**config.mk**
```make
export PLATFORM = sky130hd
export DESIGN_NAME = host_line_writer
export DESIGN_NICKNAME = d
export VERILOG_FILES = /design/src/rtl/host_line_writer.sv
export SDC_FILE = /design/constraint.sdc
export NUM_CORES = 1
export LEC_CHECK = 0
export CORE_MARGIN = 2
export CORE_UTILIZATION = 43
export DETAILED_ROUTE_END_ITERATION = 10
export GPL_TIMING_DRIVEN = 0
export PLACE_DENSITY_LB_ADDON = 0.12
export REMOVE_ABC_BUFFERS = 1
export SLEW_MARGIN = 20
export SYNTH_ARGS = -nofsm -noshare
export SYNTH_HDL_FRONTEND = slang
export SYNTH_SLANG_ARGS = --single-unit
export TNS_END_PERCENT = 5
```
**constraint.sdc**
```tcl
create_clock -name clk -period 3 [get_ports clk]
set_input_delay 0.75 -clock clk [delete_from_list [all_inputs] [get_ports clk]]
set_output_delay 0.75 -clock clk [all_outputs]
set_load 0.02 [all_outputs]
```
**src/rtl/host_line_writer.sv**
```systemverilog
// host_line_writer
//   Feeds host pixel words into the display's ping-pong line buffers (Buf0/Buf1).
//   - Host words arrive over HostValid/HostReady and are steered into the buffer
//     currently selected for writing.
//   - Write data, address and enables are registered (one cycle after the transfer).
//   - A buffer is flagged full with its last write. It stays full until the display
//     controller pulses its release.
//   - HostSOF restarts the current line at address 0 and clears the line counter.
//
// Optional feature macro: WR_STATS_EN
//   - Defined:   StallCnt is a saturating count of cycles with HostValid=1 and
//                HostReady=0. It is cleared by reset and by an SOF transfer.
//   - Undefined: StallCnt is tied to zero.
//
// FSM states
//   state   | meaning
//   --------+---------------------------------------------------------------
//   ST_FILL | accepting host words into the selected buffer while it is not full
//   ST_WAIT | both buffers full after a line completed; hold the host off until
//           | the selected buffer is released, then resume one cycle later

module host_line_writer #(
    parameter int DATA_W        = 32,
    parameter int ADDR_W        = 20,
    parameter int WORDS_PER_BUF = 640
) (
    input  logic              clk,
    input  logic              reset,
    input  logic [DATA_W-1:0] HostData,
    input  logic              HostValid,
    input  logic              HostSOF,
    output logic              HostReady,
    output logic [DATA_W-1:0] WData,
    output logic [ADDR_W-1:0] WAddr,
    output logic              WE0,
    output logic              WE1,
    output logic              Buf0Full,
    output logic              Buf1Full,
    input  logic              Buf0Release,
    input  logic              Buf1Release,
    output logic [15:0]       LineCnt,
    output logic [15:0]       StallCnt
);

    localparam logic [ADDR_W-1:0] LAST_ADDR = ADDR_W'(WORDS_PER_BUF - 1);

    // Reject parameter sets the address counter cannot represent.
    if (WORDS_PER_BUF < 2 || longint'(WORDS_PER_BUF) > (longint'(1) << ADDR_W)) begin : g_bad_param
        $error("host_line_writer: WORDS_PER_BUF out of range for ADDR_W");
    end

    typedef enum logic {
        ST_FILL = 1'b0,
        ST_WAIT = 1'b1
    } state_t;

    state_t              state_q, state_d;
    logic                wr_sel_q, wr_sel_d;
    logic [ADDR_W-1:0]   addr_q, addr_d;
    logic [1:0]          full_q, full_d;
    logic [15:0]         line_cnt_q, line_cnt_d;
    logic [DATA_W-1:0]   wdata_q, wdata_d;
    logic [ADDR_W-1:0]   waddr_q, waddr_d;
    logic [1:0]          we_q, we_d;

    logic                full_sel;
    logic                full_oth;
    logic                host_ready;
    logic                xfer;
    logic                sof_xfer;
    logic                line_done;

    // Handshake qualifiers.
    // - Ready depends only on state, the full flags and reset, never on HostValid.
    // - Reset gates Ready so it drops at once when reset is asserted.
    always_comb begin
        full_sel   = wr_sel_q ? full_q[1] : full_q[0];
        full_oth   = wr_sel_q ? full_q[0] : full_q[1];
        host_ready = ~reset & (state_q == ST_FILL) & ~full_sel;
        xfer       = HostValid & host_ready;
        sof_xfer   = xfer & HostSOF;
        line_done  = xfer & ~HostSOF & (addr_q == LAST_ADDR);
    end

    // Next-state logic for the write path, the full flags and the FSM.
    always_comb begin
        state_d    = state_q;
        wr_sel_d   = wr_sel_q;
        addr_d     = addr_q;
        full_d     = full_q;
        line_cnt_d = line_cnt_q;
        wdata_d    = wdata_q;
        waddr_d    = waddr_q;
        we_d       = 2'b00;

        // Releases are applied first so that a coincident set of the same buffer wins.
        if (Buf0Release) begin
            full_d[0] = 1'b0;
        end
        if (Buf1Release) begin
            full_d[1] = 1'b0;
        end

        if (xfer) begin
            wdata_d = HostData;
            we_d    = wr_sel_q ? 2'b10 : 2'b01;
        end

        if (sof_xfer) begin
            // Restart the line in the current buffer; any partial content is abandoned.
            waddr_d    = '0;
            addr_d     = ADDR_W'(1);
            line_cnt_d = 16'h0000;
        end else if (xfer) begin
            waddr_d = addr_q;
            if (line_done) begin
                full_d[wr_sel_q] = 1'b1;
                addr_d           = '0;
                wr_sel_d         = ~wr_sel_q;
                line_cnt_d       = line_cnt_q + 16'd1;
            end else begin
                addr_d = addr_q + ADDR_W'(1);
            end
        end

        unique case (state_q)
            ST_FILL: begin
                if (line_done && full_oth) begin
                    state_d = ST_WAIT;
                end
            end
            ST_WAIT: begin
                if (!full_sel) begin
                    state_d = ST_FILL;
                end
            end
            default: state_d = ST_FILL;
        endcase
    end

    // State and output registers; everything returns to zero on reset.
    always_ff @(posedge clk or posedge reset) begin
        if (reset) begin
            state_q    <= ST_FILL;
            wr_sel_q   <= 1'b0;
            addr_q     <= '0;
            full_q     <= 2'b00;
            line_cnt_q <= 16'h0000;
            wdata_q    <= '0;
            waddr_q    <= '0;
            we_q       <= 2'b00;
        end else begin
            state_q    <= state_d;
            wr_sel_q   <= wr_sel_d;
            addr_q     <= addr_d;
            full_q     <= full_d;
            line_cnt_q <= line_cnt_d;
            wdata_q    <= wdata_d;
            waddr_q    <= waddr_d;
            we_q       <= we_d;
        end
    end

`ifdef WR_STATS_EN
    logic [15:0] stall_cnt_q, stall_cnt_d;

    // Saturating stall counter; an SOF transfer starts a fresh measurement.
    always_comb begin
        stall_cnt_d = stall_cnt_q;
        if (sof_xfer) begin
            stall_cnt_d = 16'h0000;
        end else if (HostValid && !host_ready && stall_cnt_q != 16'hFFFF) begin
            stall_cnt_d = stall_cnt_q + 16'd1;
        end
    end

    // Stall counter register.
    always_ff @(posedge clk or posedge reset) begin
        if (reset) begin
            stall_cnt_q <= 16'h0000;
        end else begin
            stall_cnt_q <= stall_cnt_d;
        end
    end

    assign StallCnt = stall_cnt_q;
`else
    assign StallCnt = 16'h0000;
`endif

    assign HostReady = host_ready;
    assign WData     = wdata_q;
    assign WAddr     = waddr_q;
    assign WE0       = we_q[0];
    assign WE1       = we_q[1];
    assign Buf0Full  = full_q[0];
    assign Buf1Full  = full_q[1];
    assign LineCnt   = line_cnt_q;

endmodule
```
### Word level (Yosys, flattened, before mapping)

Index checks and enable logic that the tools add are counted.
W data, S select, Z words.

| cells by class | value |
|---|---|
| muxes and demuxes | 22 |
| equality and inequality tests | 1 |
| $lt $le $gt $ge | 2 |
| reduce and logical (&&, ||, !) cells | 6 |
| div/mod/pow operators | 0 |
| bitwise logic cells | 13 |
| shifts and indexed selects | 0 |
| add/subtract/negate cells | 2 |
| multiply operators | 0 |

Operators by type and width:

| operator | count |
|---|---|
| $mux W20 | 5 |
| $mux W16 | 3 |
| $add A20 B1 Y20 const B | 1 |
| $eq A20 B10 Y1 const B | 1 |
| $add A16 B1 Y16 const B | 1 |
| $mux W2 | 5 |
| $mux W1 | 7 |
| $and A1 B1 Y1 | 6 |
| $not A1 Y1 | 6 |
| $reduce_bool A2 Y1 | 2 |
| $reduce_and A3 Y1 | 1 |
| $logic_and A1 B1 Y1 | 2 |
| $lt A1 B2 Y1 const B | 1 |
| $or A2 B2 Y2 | 1 |
| $pmux W1 S2 | 1 |
| $reduce_and A2 Y1 | 1 |
| $demux W1 S1 | 1 |
| $ge A1 B1 Y1 const B | 1 |

| storage, ports and cells | value |
|---|---|
| ROM bits | 0 |
| memory bits (writable) | 0 |
| latch bits | 0 |
| flip-flop bits (word level) | 94 |
| word-level logic and storage cells | 54 |
| input port bits | 38 |
| memories kept | 0 |

### Logic depth before layout (Yosys ltp)

Gate-level depths: netlist (run 1).

| logic depth | value |
|---|---|
| depth in word-level cells | 9 |
| mapped depth | 8 |
| gate-level depth less buffers | 6 |

### Least setup slack after synthesis (run 1)

No wires, ideal clock.

| timing path | value |
|---|---|
| path type | input port to flip-flop |
| start point | input port reset |
| end point | register state_q |
| arrival time | 2.374 ns |
| buffers on the path | 1 |
| slack | 0.545 ns |
| data required time | 2.918 ns |
| cell stages on the path | 6 |
| path through | or3b_4 -> or2_4 -> or4_4 -> buf_6 -> o31a_1 -> a31oi_1 |

| between the ends | value |
|---|---|
| word-level cells in the longest chain between the ends | 9 |

Ends and longest elaborated chain:

| item | RTL line | source |
|---|---|---|
| start, declared | 28 | `input logic reset,` |
| $not A1 Y1 | 79 | `host_ready = ~reset & (state_q == ST_FILL) & ~full_sel;` |
| $and A1 B1 Y1 (2 in a row) | 79 |  |
| $and A1 B1 Y1 | 80 | `xfer = HostValid & host_ready;` |
| $and A1 B1 Y1 (2 in a row) | 82 | `line_done = xfer & ~HostSOF & (addr_q == LAST_ADDR);` |
| $logic_and A1 B1 Y1 | 128 | `if (line_done && full_oth) begin` |
| $mux W1 | 128 |  |
| $pmux W1 S2 | 126 | `unique case (state_q)` |
| named net state_d | 57 | `state_t state_q, state_d;` |
| end signal, assigned | 153 | `state_q <= state_d;` |
| end, declared | 57 |  |

The timed path passes the listed nets, and every way through them passes these cells.
A chain may end at the register's enable or synchronous reset.

### Worst setup path after layout (run 1)

Same ends and word-level chain as after synthesis.

==> results.ini, run 1 <==
[clock_tree]
clk_path_buf_depth = 2
clk_pin_slew_ns = 0.09
cts_buffers = 9
cts-root-buf = clkbuf_8
cts-htree-levels = 3
cts_tree = built
hold_buffers = 0
clk_latency_ns = 0.36
cts.sinks = 94

[setup_path]
worstSetupStartpointType = input pin
cpLargestDelayFamily = simple AND/OR/NAND/NOR gates
arrival_ns = 3.21
crit_required_ns = 3.27
crit_chain = clkdlybuf4s50_1, or3b_4, or2_4, or4_4, or3_1, a31oi_1
worst-path-buf-inv = 1
crit_type = in2reg
cp-end-kind = flop
cpPeakStageDelay_ns = 0.60
cp_slowest_cell = or4_4
cp_max_fo = 24

[routing]
ant_nets = 0
wl_met3_um = 541
wl_mm = 10.93
wl_met2_mm = 5.250
drt-initial-drc-count = 141
top_layer = met4
vias = 3701
first_pass_iters = 5
drc = 0
wire_per_inst_um = 15.01
wl_met1_mm = 5.012
viasPerCell = 5.084

[synth]
netlist-cell-type-count = 49
synth_compound_area_share_pct = 9.055
yosys_warnings = 0
yosysTopAreaCellShare_pct = 53.70
synth_common_cells = nand2_1, dfrtp_1, o21ai_0
synth-adder-area-share_pct = 0.5713
synth_top_family_by_area = simple AND/OR/NAND/NOR gates
postSynthAreaPerCell_um2 = 8.921
synthSimpleGateAreaFrac_pct = 26.59
synth_mux_area_share_pct = 1.057
ys_seq_area_share_pct = 53.70
synth_seq_cells = 94
async_flop_share_pct = 100.0
synth_flop_cell = dfrtp_1
synth-xor-area-share_pct = 2.999
synth_most_common_cell = nand2_1
syn_area_um2 = 4380
synth-edff-count = 0
synth_area_leaders = dfrtp_1, nand2_1, o21ai_0
yosysTopAreaCell = dfrtp_1
syn_inst = 491

[run]
max_cap_viol_count = 0

[cells_and_area]
fillers = 887
layout.nets = 631
diodes = 0
finalInstanceArea_um2 = 5817
fin_util_pct = 59.24
area_delta_synth_final_pct = 32.79
final_layout_size_suffix_gt1_share_pct = 5.210

[floorplanning]
rows = 36
core-area_um2 = 9819
design.die.area_um2 = 11010
fp.dieH_um = 104.9
ios = 127
start_util_pct = 44.61
die_x_um = 104.9

[global_routing]
overflow = 0
grt.total_usage_pct = 20.06
antenna_found_initial = 0
grt_pass1_vias = 3507
grt_pass1_wl_mm = 17.88
grt_max_degree = 76

[power]
power-per-cell-area_nw_per_um2 = 519.9
total_power_w = 0.003024
p_leak_nw = 2.605
vdd_drop_max_mv = 0.2336

[placed_design]
portBuffers = 110
detailed_place.area_um2 = 5555
place_congestion = 0.8299
dpl.hpwl_mm = 7.125

[timing]
finalClockSkew_ns = 0.01331
slew_violations = 0
worst_slew_pin_slew_ns = 1.103
max_freq_ghz = 0.3404
post-route-min-period_ns = 2.937
slew_headroom_pct = 25.80
hold_viol = 0
rsz0062_at_grt = no
setup_viol = 0
finalCritPeriodShare_pct = 97.92
tns_ns = 0

[min_path]
hp-class = reg2reg

[status]
outcome = finished, final reports clean

worst reg2reg max path, cell delays in order, from the launching register on:
cell and delay (ns):
dfrtp_1 0.45, nor4_1 0.60, nand2_1 0.30, o21ai_0 0.48
nand2_1 0.32, a22o_1 0.32
state kept, by name, summed over array words and instances (netlist names):
| register | count |
|---|---|
| LineCnt | 16 |
| state_q | 1 |
| WData | 32 |
| full_q | 2 |
| wr_sel_q | 1 |
| addr_q | 20 |
| we_q | 2 |
| WAddr | 20 |
repair_timing:
item	in CTS	in global routing
gates cloned	2	0
setup buffers	0	1
hold endpoints to repair	0	0
setup endpoints to repair	26	2
pin swaps	2	2
gates resized for setup	3	1
stage by stage:
stage	hold slack [ns]	instances	setup slack [ns]
after floorplan	0.5140	465	-0.3039
after detailed placement	0.4615	710	-0.8953
final	0.4803	728	0.06251
after CTS	0.4835	727	0.006397
after global placement	0.4560	708	-2.117
after global routing	0.5006	728	0.01048
power by group:
part | internal, W | total, W | switching, W | leakage, nW
Sequential | 0.00138 | 0.00147 | 0.0000932 | 1.24
Clock | 0.000512 | 0.000956 | 0.000444 | 0.109
Combinational | 0.000273 | 0.000599 | 0.000327 | 1.26
Total | 0.00216 | 0.00302 | 0.000864 | 2.60
cells in the final DEF (no fill, tap or decap), drive strengths merged, types with 3 or more instances in the layout:
cell type      synthesis  layout
dfrtp                 94      94
buf                   20       3
nand4                 13      13
a21o                   7       7
and4                   3       3
nand2                162     162
nand2b                 4       4
or4                    3       3
or3                    4       4
xor2                  11      11
a21oi                 12      12
nor4b                  3       3
clkdlybuf4s50          0     110
o21ai                 29      29
inv                    9       9
or2                    3       5
o211ai                 4       4
and3                   6       6
nor4                   8       8
conb                   1      16
xnor2                  4       4
nor3                   9       9
clkbuf                21      12
nand3                 11      11
nor2                  23      23
cell families after synthesis:
| family | Yosys count |
|---|---|
| XOR/XNOR | 15 |
| other | 1 |
| AO/OA/AOI/OAI | 66 |
| buffers and inverters | 51 |
| multiplexers | 4 |
| adder cells (fa/ha/maj) | 2 |
| flip-flops | 94 |
| AND/OR/NAND/NOR | 258 |
path summary, 6_finish.rpt:
| path | start | to | cells past startpoint | slack (ns) |
|---|---|---|---|---|
| max | reset | state_q | 6 | 0.06 |
| min | WData[16] | WData[16] | 2 | 0.48 |
| max reg2reg | addr_q[16] | LineCnt[1] | 5 | 0.41 |
| min reg2reg | WData[16] | WData[16] | 2 | 0.48 |
| max in group asynchronous | reset | WAddr[10] | 3 | 1.63 |
| min in group asynchronous | reset | WData[29] | 2 | 0.76 |
area by class of cell:
cell class | instances | area [um2] | area share (%)
flip-flops and latches | 94 | 2352 | 40.44
multi-input cells | 363 | 1864 | 32.05
repair buffers | 113 | 1164 | 20.00
well taps | 133 | 166.4 | 2.861
clock buffers | 12 | 155.1 | 2.667
clock inverters | 3 | 67.56 | 1.162
inverters | 10 | 47.55 | 0.8174
layer usage:
metal  GRT usage [%]  vias to the layer above
li1                -                     1816
met1           28.52                     1753
met2           31.77                      121
met3           2.932                       11
met4           6.286                        0
met5               0                        -
No activity file was read; power rests on OpenSTA's default activity.
==> run 2: changes to the inputs <==
Settings changed: CORE_UTILIZATION 43 to 25.
==> run 2 against run 1 <==
Sequential power about the same. First-iteration DRC count grew 9.9%. Maximum frequency is 0.32% lower. Count of clock-buffer cells in the layout did not move. Hold slack got worse by 0.0080 ns. Die area increased by 69%. Non-clock buffer count is 2 higher. Via count grew 0.32%. Global-route usage shrank 6.6 points. Power is 5.2% higher.
==> results.ini, run 2 (synthesis results as in run 1) <==
[cells_and_area]
fin_util_pct = 34.76
area_delta_synth_final_pct = 36.79
final_common_cell = nand2_1
final_layout_size_suffix_gt1_share_pct = 5.034
diodes = 0
largest_reg_flops = 32
layout.nets = 633
final_cell_mix = nand2_1, clkdlybuf4s50_1, dfrtp_1
fillers = 1770

[status]
outcome = finished, final reports clean

[power]
power-per-cell-area_nw_per_um2 = 530.9
vdd_drop_max_mv = 0.2813
p_leak_nw = 2.638

[timing]
max_freq_ghz = 0.3393
hold_viol = 0
worst_slew_pin_slew_ns = 1.001
slew_violations = 0
setup_viol = 0
finalClockSkew_ns = 0.004101
setup_ws_ns = 0.05298
post-route-min-period_ns = 2.947
slew_headroom_pct = 32.62
rsz0062_at_grt = yes
finalCritPeriodShare_pct = 98.23

[setup_path]
rrSetupSlack_ns = 0.29
cpPeakStageDelay_ns = 0.60
worstSetupStartpointType = input pin
crit_type = in2reg
crit_chain = clkdlybuf4s50_1, or3b_4, or2_4, or4_4, or3_1, a31oi_1
crit_required_ns = 3.26
cp-end-kind = flop
reg2reg_depth = 5
cp_slowest_cell = or4_4
cp_max_fo = 24
r2r-end = LineCnt[1]
arrival_ns = 3.21
rr_startpoint = addr_q[16]

[clock_tree]
cts_buffers = 9
clk_path_buf_depth = 2
cts.sinks = 94
cts-root-buf = clkbuf_16
clk_latency_ns = 0.34
clk_pin_slew_ns = 0.06
cts-htree-levels = 3
cts_tree = built

[placed_design]
dpl.hpwl_mm = 7.842
pre_cts_ws_ns = -0.9428
place_congestion = 0.7362
portBuffers = 110

[min_path]
hp-class = reg2reg
hp-start = WData[30]
min_to = WData[30]
hold_path_depth = 2

[global_routing]
grt_pass1_wl_mm = 19.49
grt_max_degree = 63
overflow = 0
grt_pass1_vias = 3638
antenna_found_initial = 0
grt.total_usage_pct = 13.48

[routing]
viasPerCell = 4.523
first_pass_iters = 4
wire_per_inst_um = 14.68
drc = 0
vias = 3713
drt-initial-drc-count = 155
wl_mm = 12.05
ant_nets = 0

[floorplanning]
rows = 48
die_x_um = 136.4
fp.dieH_um = 136.4
start_util_pct = 25.41
ios = 127
design.die.area_um2 = 18600
core-area_um2 = 17240

[run]
max_cap_viol_count = 0

## run 2: cell count changes in the layout (fill, tap and decap cells not counted)
cell / before / now
clkbuf_8: 11 / 0
clkbuf_16: 0 / 9
clkbuf_1: 1 / 3
buf_4: 1 / 2
buf_6: 0 / 1
bufinv_16: 2 / 1
clkinv_2: 0 / 1
clkinvlp_4: 1 / 0
o22ai_2: 0 / 1
o22ai_4: 1 / 0
## run 2: worst max path at each step
| stage | start | endpoint | slack, ns | cells past startpoint |
|---|---|---|---|---|
| 2_1_floorplan | reset | LineCnt[1] | -0.30 | 4 |
| 5_1_grt | reset | state_q | -0.03 | 6 |
| 3_5_place_dp | HostSOF | LineCnt[1] | -0.94 | 5 |
| 4_1_cts | reset | state_q | 0.004 | 6 |
| 6_report | reset | state_q | 0.05 | 6 |
| 3_3_place_gp | reset | LineCnt[1] | -2.58 | 5 |
## run 2: final cells by class
cell class	count	area (um2)	share of cell area, %
clock buffers	12	236.5	3.947
clock inverters	2	35.03	0.5847
inverters	10	47.55	0.7935
multi-input cells	363	1857	30.99
flip-flops and latches	94	2352	39.26
well taps	225	281.5	4.698
repair buffers	115	1182	19.73
## run 2: timing repair
action	in CTS	in global routing
pin swaps	2	2
resized for setup	2	1
setup endpoints to repair	26	3
gates cloned	2	0
buffers inserted	0	2
hold buffers	0	0
## run 2: report_power, final
part	switching, W	internal [W]	total, W
clock network	0.000472	0.000637	0.00111
registers	0.0000957	0.00138	0.00147
logic	0.000326	0.000273	0.000600
## run 2: metal layers
layer,share of wire [%],up-vias,GRT usage (%)
met5,0,-,0
met4,1.9,0,5.961
met3,4.6,17,2.424
met2,46,96,20.85
met1,47,1785,18.37
li1,-,1815,-
## run 2: stage by stage
stage / TNS [ns] / total power (W) / cell area [um2] / hold slack [ns] / cells
after CTS: 0 / 0.003242 / 5971 / 0.4771 / 819
after global routing: -0.02748 / 0.003368 / 5992 / 0.5024 / 821
final: 0 / 0.003181 / 5992 / 0.4722 / 821
after detailed placement: -22.72 / 0.002102 / 5682 / 0.4608 / 803
after floorplan: -20.57 / 0.001779 / 4214 / 0.5140 / 465
after global placement: -291.74 / 0.002079 / 5597 / 0.4598 / 800
## run 2: worst max-delay path: cells and delay by family
kind                   cells  cell delay (ns)
and+or+nand+nor            4             1.78
AOI/OAI and AO/OA          1             0.17
buffers and inverters      1             0.50
==> run 3: changes to the inputs <==
Settings changed: ABC_AREA set to 1, CORE_MARGIN 2 to unset, SKIP_LAST_GASP set to 1.
==> run 3 against run 2 <==
Critical path depth up 1. Die area up 2.4%. Count of clock-buffer cells in the layout up 1. Critical endpoint is now addr_q[9]. Largest power group unchanged. Highest routed layer unchanged.
==> results.ini, run 3 <==
[routing]
drt-initial-drc-count = 184
ant_nets = 0
vias = 3926
viasPerCell = 4.240
first_pass_iters = 4
wl_mm = 12.44
drc = 0
wire_per_inst_um = 13.44

[timing]
slew_violations = 0
worst_slew_pin_slew_ns = 0.6145
finalCritPeriodShare_pct = 96.63
post-route-min-period_ns = 2.899
max_freq_ghz = 0.3450
rsz0062_at_grt = yes
hold_viol = 0
holdWs_ns = 0.4792
finalClockSkew_ns = 0.006619
slew_headroom_pct = 58.93
setup_viol = 0

[min_path]
hp-class = reg2reg
min_to = WData[16]
hold_path_depth = 2
hp-start = WData[16]

[placed_design]
detailed_place.area_um2 = 5904
place_congestion = 0.8097
dpl.hpwl_mm = 8.492
portBuffers = 110

[synth]
yosys_warnings = 0
synth_flop_cell = dfrtp_1
synth_area_leaders = dfrtp_1, nand2_1, nor2_1
yosysTopAreaCellShare_pct = 50.88
syn_area_um2 = 4623
synth_seq_cells = 94
async_flop_share_pct = 100.0
postSynthAreaPerCell_um2 = 7.916
netlist-cell-type-count = 31
syn_inst = 584
synth_most_common_cell = nand2_1
synth_common_cells = nand2_1, dfrtp_1, nor2_1
yosysTopAreaCell = dfrtp_1
ys_seq_area_share_pct = 50.88
synth-edff-count = 0

[setup_path]
r2r-end = addr_q[9]
arrival_ns = 3.12
cp_max_fo = 26
worstSetupStartpointType = input pin
crit_required_ns = 3.22
rr_startpoint = wr_sel_q
reg2reg_depth = 7
crit_type = in2reg
rrSetupSlack_ns = 0.58
cp-end-kind = flop

[power]
pwr-share-clk_pct = 36.9
total_power_w = 0.002994
p_leak_nw = 2.911
vdd_drop_max_mv = 0.2624
p_int_w = 0.002166
swShare_pct = 27.65
power_frac_seq_pct = 46.9
switchingPower_w = 0.0008277
comb_power_share_pct = 16.2
power-per-cell-area_nw_per_um2 = 481.9

[global_routing]
overflow = 0
grt_pass1_wl_mm = 20.22
grt_max_degree = 71
grt.total_usage_pct = 14.01
grt_pass1_vias = 3787
antenna_found_initial = 0

[cells_and_area]
fin_util_pct = 34.46
final_layout_size_suffix_gt1_share_pct = 5.308
final_common_cell = nand2_1
largest_reg_flops = 32
layout.nets = 732
final_cell_mix = nand2_1, clkdlybuf4s50_1, dfrtp_1
diodes = 0
finalInstanceArea_um2 = 6212
area_delta_synth_final_pct = 34.37

[run]
max_cap_viol_count = 0

[clock_tree]
clk_latency_ns = 0.35
cts-htree-levels = 3
cts.sinks = 94
cts_tree = built
hold_buffers = 0
cts-root-buf = clkbuf_16
clk_path_buf_depth = 2
clk_pin_slew_ns = 0.07
cts_buffers = 9

[floorplanning]
ios = 127
die_x_um = 138.0
fp.dieH_um = 138.0
start_util_pct = 25.65
design.die.area_um2 = 19040
core-area_um2 = 18020
rows = 49

[status]
outcome = finished, final reports clean

run 3: worst max path at each step:
stage	startpoint	end	slack (ns)	cells past startpoint
5_1_grt	reset	addr_q[4]	-0.06	7
2_1_floorplan	reset	addr_q[11]	-0.64	6
6_report	reset	addr_q[9]	0.10	7
3_5_place_dp	reset	addr_q[9]	-0.85	7
4_1_cts	reset	HostReady	-0.12	5
3_3_place_gp	reset	addr_q[12]	-3.12	7
run 3: metrics by stage:
stage                     setup TNS [ns]  setup slack (ns)  std cells
after floorplan                   -36.06           -0.6413        564
after global placement           -373.48            -3.125        903
after detailed placement          -19.01           -0.8459        908
after CTS                        -0.1202           -0.1202        926
after global routing             -0.3513          -0.06095        926
final                                  0            0.1010        926
run 3: final cells by class:
cell class,count,area [um2]
clock buffer,13,260.3
inverter,44,170.2
fill,1897,11810
sequential,94,2352
clock inverter,3,18.77
timing repair buffer,116,1184
multi-input combinational,427,1941
tap,229,286.5
run 3: metal layers:
layer  GRT usage [%]  share of wire, %  up-vias  wire [um]
met2           23.08                49       71       6062
met5               0                 0        -          0
met3           2.814               3.3       14        407
met4           6.220               2.1        0        264
met1           17.65                46     1827       5706
li1                -                 -     2014          -
run 3: cells by family after synthesis:
group,share of synthesized area (%)
other,0.08111
AND/OR/NAND/NOR,33.07
flip-flops,50.88
AO/OA/AOI/OAI,4.005
buffers and inverters,8.769
adder cells (fa/ha/maj),0.5412
XOR/XNOR,2.652
run 3: repair_timing:
item                       in CTS  in global routing
gates resized for setup         1                  2
setup buffers                   1                  0
setup endpoints to repair      29                 12
cloned                          1                  0
pin swaps                       2                  0
run 3: critical path, stage by stage:
cell and delay (ns):
clkdlybuf4s50_1 0.54, nor2_4 0.17, nand3_4 0.17, nor2_8 0.44, nand2_2 0.41, nand2_1 0.51, nor2_1 0.11
run 3: power groups by stage:
stage | clock [W] | sequential, W | combinational (W)
finish | 0.00111 | 0.00140 | 0.000484
global route | 0.00122 | 0.00141 | 0.000526
CTS | 0.00117 | 0.00140 | 0.000494
floorplan | 0 | 0.00150 | 0.000153
detailed placement | 0 | 0.00143 | 0.000487
global placement | 0 | 0.00143 | 0.000473
